[src/rtl/cfu_li2_initiator.sv]
// ============================================================================
// cfu_li2_initiator : single-outstanding CFU request initiator with timeout
// Revision: 1.0
// ============================================================================
`default_nettype none

module cfu_li2_initiator #(
    parameter int CFU_FUNC_ID_W     = 1,
    parameter int CFU_REQ_RESP_ID_W = 8,
    parameter int CFU_REQ_DATA_W    = 32,
    parameter int CFU_RESP_DATA_W   = 32,
    parameter int CFU_ERR_ID_W      = 32,
    parameter int TIMEOUT_CYCLES    = 1024
) (
    input  logic                         clk,
    input  logic                         rst,
    input  logic                         cmd_valid,
    output logic                         cmd_ready,
    input  logic [CFU_FUNC_ID_W-1:0]     cmd_func_id,
    input  logic [CFU_REQ_DATA_W-1:0]    cmd_data0,
    input  logic [CFU_REQ_DATA_W-1:0]    cmd_data1,
    output logic                         req_valid,
    input  logic                         req_ready,
    output logic [CFU_FUNC_ID_W-1:0]     req_func_id,
    output logic [CFU_REQ_RESP_ID_W-1:0] req_id,
    output logic [CFU_REQ_DATA_W-1:0]    req_data0,
    output logic [CFU_REQ_DATA_W-1:0]    req_data1,
    input  logic                         resp_valid,
    input  logic [CFU_REQ_RESP_ID_W-1:0] resp_id,
    input  logic [CFU_RESP_DATA_W-1:0]   resp_data,
    input  logic                         resp_err,
    input  logic [CFU_ERR_ID_W-1:0]      resp_err_id,
    output logic                         res_valid,
    input  logic                         res_ready,
    output logic [CFU_RESP_DATA_W-1:0]   res_data,
    output logic                         res_err,
    output logic [CFU_ERR_ID_W-1:0]      res_err_id,
    output logic                         res_timeout,
    output logic                         res_id_mismatch,
    output logic                         stray_resp
);

    typedef enum logic [1:0] {
        ST_IDLE  = 2'd0,
        ST_ISSUE = 2'd1,
        ST_WAIT  = 2'd2,
        ST_HOLD  = 2'd3
    } state_t;

    localparam logic [15:0] C_TIMER_LAST = 16'(TIMEOUT_CYCLES - 1);

    state_t                         r_state;
    state_t                         w_state_nxt;
    logic [CFU_FUNC_ID_W-1:0]       r_func_id;
    logic [CFU_REQ_DATA_W-1:0]      r_data0;
    logic [CFU_REQ_DATA_W-1:0]      r_data1;
    logic [CFU_REQ_RESP_ID_W-1:0]   r_next_id;
    logic [CFU_REQ_RESP_ID_W-1:0]   r_issued_id;
    logic [15:0]                    r_timer;
    logic [CFU_RESP_DATA_W-1:0]     r_res_data;
    logic                           r_res_err;
    logic [CFU_ERR_ID_W-1:0]        r_res_err_id;
    logic                           r_res_timeout;
    logic                           r_res_mismatch;
    logic                           r_stray;

    logic w_cmd_fire;
    logic w_req_fire;
    logic w_resp_hit;
    logic w_timeout;

    assign w_cmd_fire = cmd_valid && (r_state == ST_IDLE);
    assign w_req_fire = (r_state == ST_ISSUE) && req_ready;
    assign w_resp_hit = (r_state == ST_WAIT) && resp_valid;
    // A response arriving on the last timer cycle takes priority over the timeout.
    assign w_timeout  = (r_state == ST_WAIT) && !resp_valid && (r_timer == C_TIMER_LAST);

    always_ff @(posedge clk or posedge rst) begin
        if (rst) begin
            r_state <= ST_IDLE;
        end else begin
            r_state <= w_state_nxt;
        end
    end

    always_comb begin
        w_state_nxt = r_state;
        unique case (r_state)
            ST_IDLE:  if (cmd_valid)               w_state_nxt = ST_ISSUE;
            ST_ISSUE: if (req_ready)               w_state_nxt = ST_WAIT;
            ST_WAIT:  if (w_resp_hit || w_timeout) w_state_nxt = ST_HOLD;
            ST_HOLD:  if (res_ready)               w_state_nxt = ST_IDLE;
            default:                               w_state_nxt = ST_IDLE;
        endcase
    end

    always_ff @(posedge clk or posedge rst) begin
        if (rst) begin
            r_func_id      <= '0;
            r_data0        <= '0;
            r_data1        <= '0;
            r_next_id      <= '0;
            r_issued_id    <= '0;
            r_timer        <= '0;
            r_res_data     <= '0;
            r_res_err      <= 1'b0;
            r_res_err_id   <= '0;
            r_res_timeout  <= 1'b0;
            r_res_mismatch <= 1'b0;
            r_stray        <= 1'b0;
        end else begin
            r_stray <= resp_valid && (r_state != ST_WAIT);
            if (w_cmd_fire) begin
                r_func_id <= cmd_func_id;
                r_data0   <= cmd_data0;
                r_data1   <= cmd_data1;
            end
            if (w_req_fire) begin
                r_issued_id <= r_next_id;
                r_next_id   <= r_next_id + CFU_REQ_RESP_ID_W'(1);
                r_timer     <= '0;
            end else if (r_state == ST_WAIT) begin
                r_timer <= r_timer + 16'd1;
            end
            if (w_resp_hit) begin
                r_res_data     <= resp_data;
                r_res_err      <= resp_err;
                r_res_err_id   <= resp_err_id;
                r_res_timeout  <= 1'b0;
                r_res_mismatch <= (resp_id != r_issued_id);
            end else if (w_timeout) begin
                r_res_data     <= '0;
                r_res_err      <= 1'b0;
                r_res_err_id   <= '0;
                r_res_timeout  <= 1'b1;
                r_res_mismatch <= 1'b0;
            end
        end
    end

    assign cmd_ready       = (r_state == ST_IDLE);
    assign req_valid       = (r_state == ST_ISSUE);
    assign req_func_id     = r_func_id;
    assign req_id          = r_next_id;
    assign req_data0       = r_data0;
    assign req_data1       = r_data1;
    assign res_valid       = (r_state == ST_HOLD);
    assign res_data        = r_res_data;
    assign res_err         = r_res_err;
    assign res_err_id      = r_res_err_id;
    assign res_timeout     = r_res_timeout;
    assign res_id_mismatch = r_res_mismatch;
    assign stray_resp      = r_stray;

endmodule

`default_nettype wire

[config.mk]
export PLATFORM = sky130hd
export DESIGN_NAME = cfu_li2_initiator
export DESIGN_NICKNAME = d
export VERILOG_FILES = /design/src/rtl/cfu_li2_initiator.sv
export SDC_FILE = /design/constraint.sdc
export NUM_CORES = 1
export LEC_CHECK = 0
export CORE_ASPECT_RATIO = 0.5
export CORE_UTILIZATION = 38
export DETAILED_ROUTE_END_ITERATION = 6
export PLACE_DENSITY_LB_ADDON = 0.05
export SYNTH_ARGS = -nofsm -noshare
export SYNTH_HDL_FRONTEND = slang
export SYNTH_SLANG_ARGS = --single-unit
[constraint.sdc]
create_clock -name clk -period 5.6 [get_ports clk]
set_input_delay 0.84 -clock clk [delete_from_list [all_inputs] [get_ports clk]]
set_output_delay 0.84 -clock clk [all_outputs]
set_load 0.01 [all_outputs]
==> out/metrics.csv <==
stage,metric,value,unit
logic_synthesis,fraction of registers with async set/reset,100,%
worst_setup_path,CP endpoint kind,flip-flop,
logic_synthesis,"Seq/Total Area, Yosys",63.6,%
layout,diode count,0,
sta,Max Clock Freq,0.356,GHz
drt,drt pass-1 iters,4,
cts,setup bufs post-CTS,0,
min_path,worst hold path type,reg -> reg,
floorplan,die area,17800,um2
logic_synthesis,largest cells by area after synthesis,"dfrtp_1 64%, mux2_2 11%, a22o_1 8.8%",
cts,CTS tree,built,
logic_synthesis,Most used DFF post-synth,dfrtp_1,
logic_synthesis,Post-synth EDFFs,0,
global_routing,initial antenna violation count,0,
logic_synthesis,Ys Warns,0,
cts,clk root buf,clkbuf_16,
worst_setup_path,peak per-stage delay on the critical path,0.55,ns
logic_synthesis,Synth top area share,63.6,%
global_routing,vias in the first global route,4858,
run_status,status,"complete, no violations",
floorplan,Initial Util,39.5,%
cts,Clock Latency Late Sink,0.42,ns
global_routing,gr usage total,20.6,%
sta,Worst Tran Pin Value,0.955,ns
power,LEAKAGE,0.00451,uW
floorplan,Top Ports,288,
layout,fraction of layout cells with a size suffix above 1,14.1,%
drt,vias,4786,
worst_setup_path,crit-path max FO,68,
place,Final GP Congestion,0.793,
logic_synthesis,"area leader, netlist",dfrtp_1,
logic_synthesis,Post-Syn Nets,627,
drt,DRC violations left,0,
drt,Vias/cell,4.79,
worst_setup_path,critical path type,in -> reg,
cts,Clock Sinks,167,
drt,post-route ant nets,0,
power,Sw Ratio,31.2,%
power,power share of the clock group,21.1,%
place,I/O Buffers,287,
drt,wire per inst,17.7,um
drt,DR iter-0 viols,156,
worst_setup_path,Top delay family on crit path,buffers and inverters,
sta,max-slew violation count,0,
flow_run,Max Cap Violations,0,
power,PwrDens,530,nW/um2
power,Seq pwr share,36.8,%
logic_synthesis,Syn Area/Cell,13.8,um2
floorplan,Core Box Area,16600,um2
worst_setup_path,slowest CP cell,a21oi_4,
global_routing,global-route wire length before repair,27800,um
cts,total number of H-tree levels,4,
worst_setup_path,Worst setup SP type,input port,
cts,CTS Hold Bufs,0,
sta,Tmin final,2.81,ns
sta,Clock Skew,0.00984,ns
worst_setup_path,Crit path top cell by count,buf_4,
worst_setup_path,cell chain of the critical path,"clkdlybuf4s50_1, and2_2, buf_4, a21oi_4, buf_4, a22o_1",
sta,endpoints failing hold,0,
place,HPWL Detailed,12600,um
worst_setup_path,CP Data Arrival Time,3.16,ns
sta,setup violators final,0,
power,Pint,3720,uW
logic_synthesis,commonest cells in the netlist,"167 x dfrtp_1, 66 x a22o_1, 65 x mux2_2, 41 x nand2_1, 18 x nor2_1",
logic_synthesis,number of synthesized register bits,167,
sta,period utilization,50.1,%
logic_synthesis,Cells after Synth,476,
sta,Setup TNS Final,0,ns
power,VDD IR max,283,uV
cts,clock buffer count from CTS,17,
floorplan,# rows,33,
sta,Hold Slack,0.491,ns
cts,count of cells resized by post-cts repair,0,
logic_synthesis,Post-Synthesis Cell Area,6570,um2
logic_synthesis,Cell variety after synth,38,
global_routing,GRT overflow,0,
logic_synthesis,most common cell in the netlist,dfrtp_1,
layout,Final nets,911,
floorplan,die height,95.0,um
cts,clock slew at reported path FFs,0.06,ns
global_routing,largest net degree at the start of global routing,105,
power,Psw,1690,uW
floorplan,Die Wd,188,um
layout,P&R area growth vs syn,55.2,%
cts,Max Root-Sink Buffers,2,
worst_setup_path,CP Buf/Inv Count,3,
worst_setup_path,Worst EP required,5.95,ns
sta,relative slew slack,36.3,%
sta,RSZ-0062 raised after global routing,false,
drt,DRT Wirelength,17700,um
power,power share of the combinational group,42.1,%
-- stage by stage --
stage               std cells  util (%)  setup WS [ns]  total power (uW)  cell area (um2)
finish                   1000      61.3           2.79              5410            10200
global route             1000      61.3           2.57              5720            10200
floorplan                 476         -          0.242              3020             6570
CTS                      1000      61.3           2.80              5480            10200
global placement          968      57.8           2.42              4280             9620
detailed placement        968      57.8           2.38              4320             9620
-- worst paths after layout --
check	start	to	slack, ns	cells past startpoint
min in group asynchronous	rst	req_data0[23]	0.98	2
max in group asynchronous	rst	r_timer[8]	3.64	3
setup / recovery	resp_valid	res_id_mismatch	2.79	6
hold / removal	res_timeout	res_timeout	0.49	2
setup reg to reg	r_state[0]	res_id_mismatch	2.80	7
hold reg to reg	res_timeout	res_timeout	0.49	2
-- registers in the layout (all words and copies together) (netlist names) --
name             count
res_timeout          1
stray_resp           1
res_id_mismatch      1
req_id               8
req_func_id          1
res_err              1
req_data1           32
r_state              2
res_data            32
r_timer             16
r_issued_id          8
res_err_id          32
req_data0           32
-- metal layers --
metal  wire length (um)  track usage (%)
met1               7730             26.4
met2               9000             35.0
met3                713             4.68
met4                249             6.84
met5                  0                0
-- worst reg2reg max path, stage by stage, from the launching register on --
cell and delay (ns):
dfrtp_1 0.38, inv_1 0.10, ha_1 0.35, and2_2 0.23, buf_4 0.35, a21oi_4 0.55, buf_4 0.54, a22o_1 0.24
-- layout make-up --
type | count | area [um2]
fillers | 1323 | 6440
multi-input cells | 277 | 2230
flip-flops and latches | 167 | 4180
repair buffers | 292 | 2910
inverters | 5 | 23.8
well taps | 227 | 284
clock buffers | 17 | 425
clock inverters | 15 | 145
-- power groups by stage --
stage / clock, uW / combinational [uW] / sequential, uW
final: 1140 / 2280 / 1990
after floorplan: 0 / 803 / 2220
after CTS: 1170 / 2320 / 1990
after global routing: 1220 / 2440 / 2060
after global placement: 0 / 2280 / 2000
after detailed placement: 0 / 2310 / 2010
-- layout by cell type (no fill, tap or decap), types with 2 or more instances in the layout --
| cell type | Yosys | final |
|---|---|---|
| or4_1 | 2 | 2 |
| a21oi_1 | 4 | 4 |
| nor4_1 | 5 | 5 |
| a22o_1 | 66 | 66 |
| clkinvlp_4 | 0 | 2 |
| ha_1 | 7 | 7 |
| o31ai_1 | 2 | 2 |
| inv_1 | 5 | 4 |
| clkdlybuf4s50_1 | 0 | 287 |
| mux2_2 | 65 | 65 |
| nor3_1 | 2 | 2 |
| nand2b_1 | 5 | 5 |
| nand3_1 | 8 | 8 |
| xnor2_1 | 9 | 9 |
| nand2_1 | 41 | 40 |
| o21ai_0 | 2 | 2 |
| and2_1 | 3 | 2 |
| or3_1 | 2 | 2 |
| clkinv_4 | 0 | 5 |
| buf_4 | 1 | 5 |
| clkinv_2 | 0 | 2 |
| dfrtp_1 | 167 | 167 |
| o311ai_0 | 2 | 2 |
| inv_6 | 0 | 5 |
| nand4_1 | 5 | 5 |
| nor2_1 | 18 | 18 |
| clkbuf_16 | 0 | 17 |
| and3_1 | 2 | 2 |
| xor2_1 | 16 | 16 |
-- cells by family after synthesis --
group / share of synthesized area [%]
and+or+nand+nor: 7.24
DFF: 63.6
xor gates and xnor gates: 3.33
AOI/OAI and AO/OA: 10.5
adders and majority gates: 1.33
buffers and inverters: 2.63
muxes: 11.3
Power figures use the tool's default switching activity.
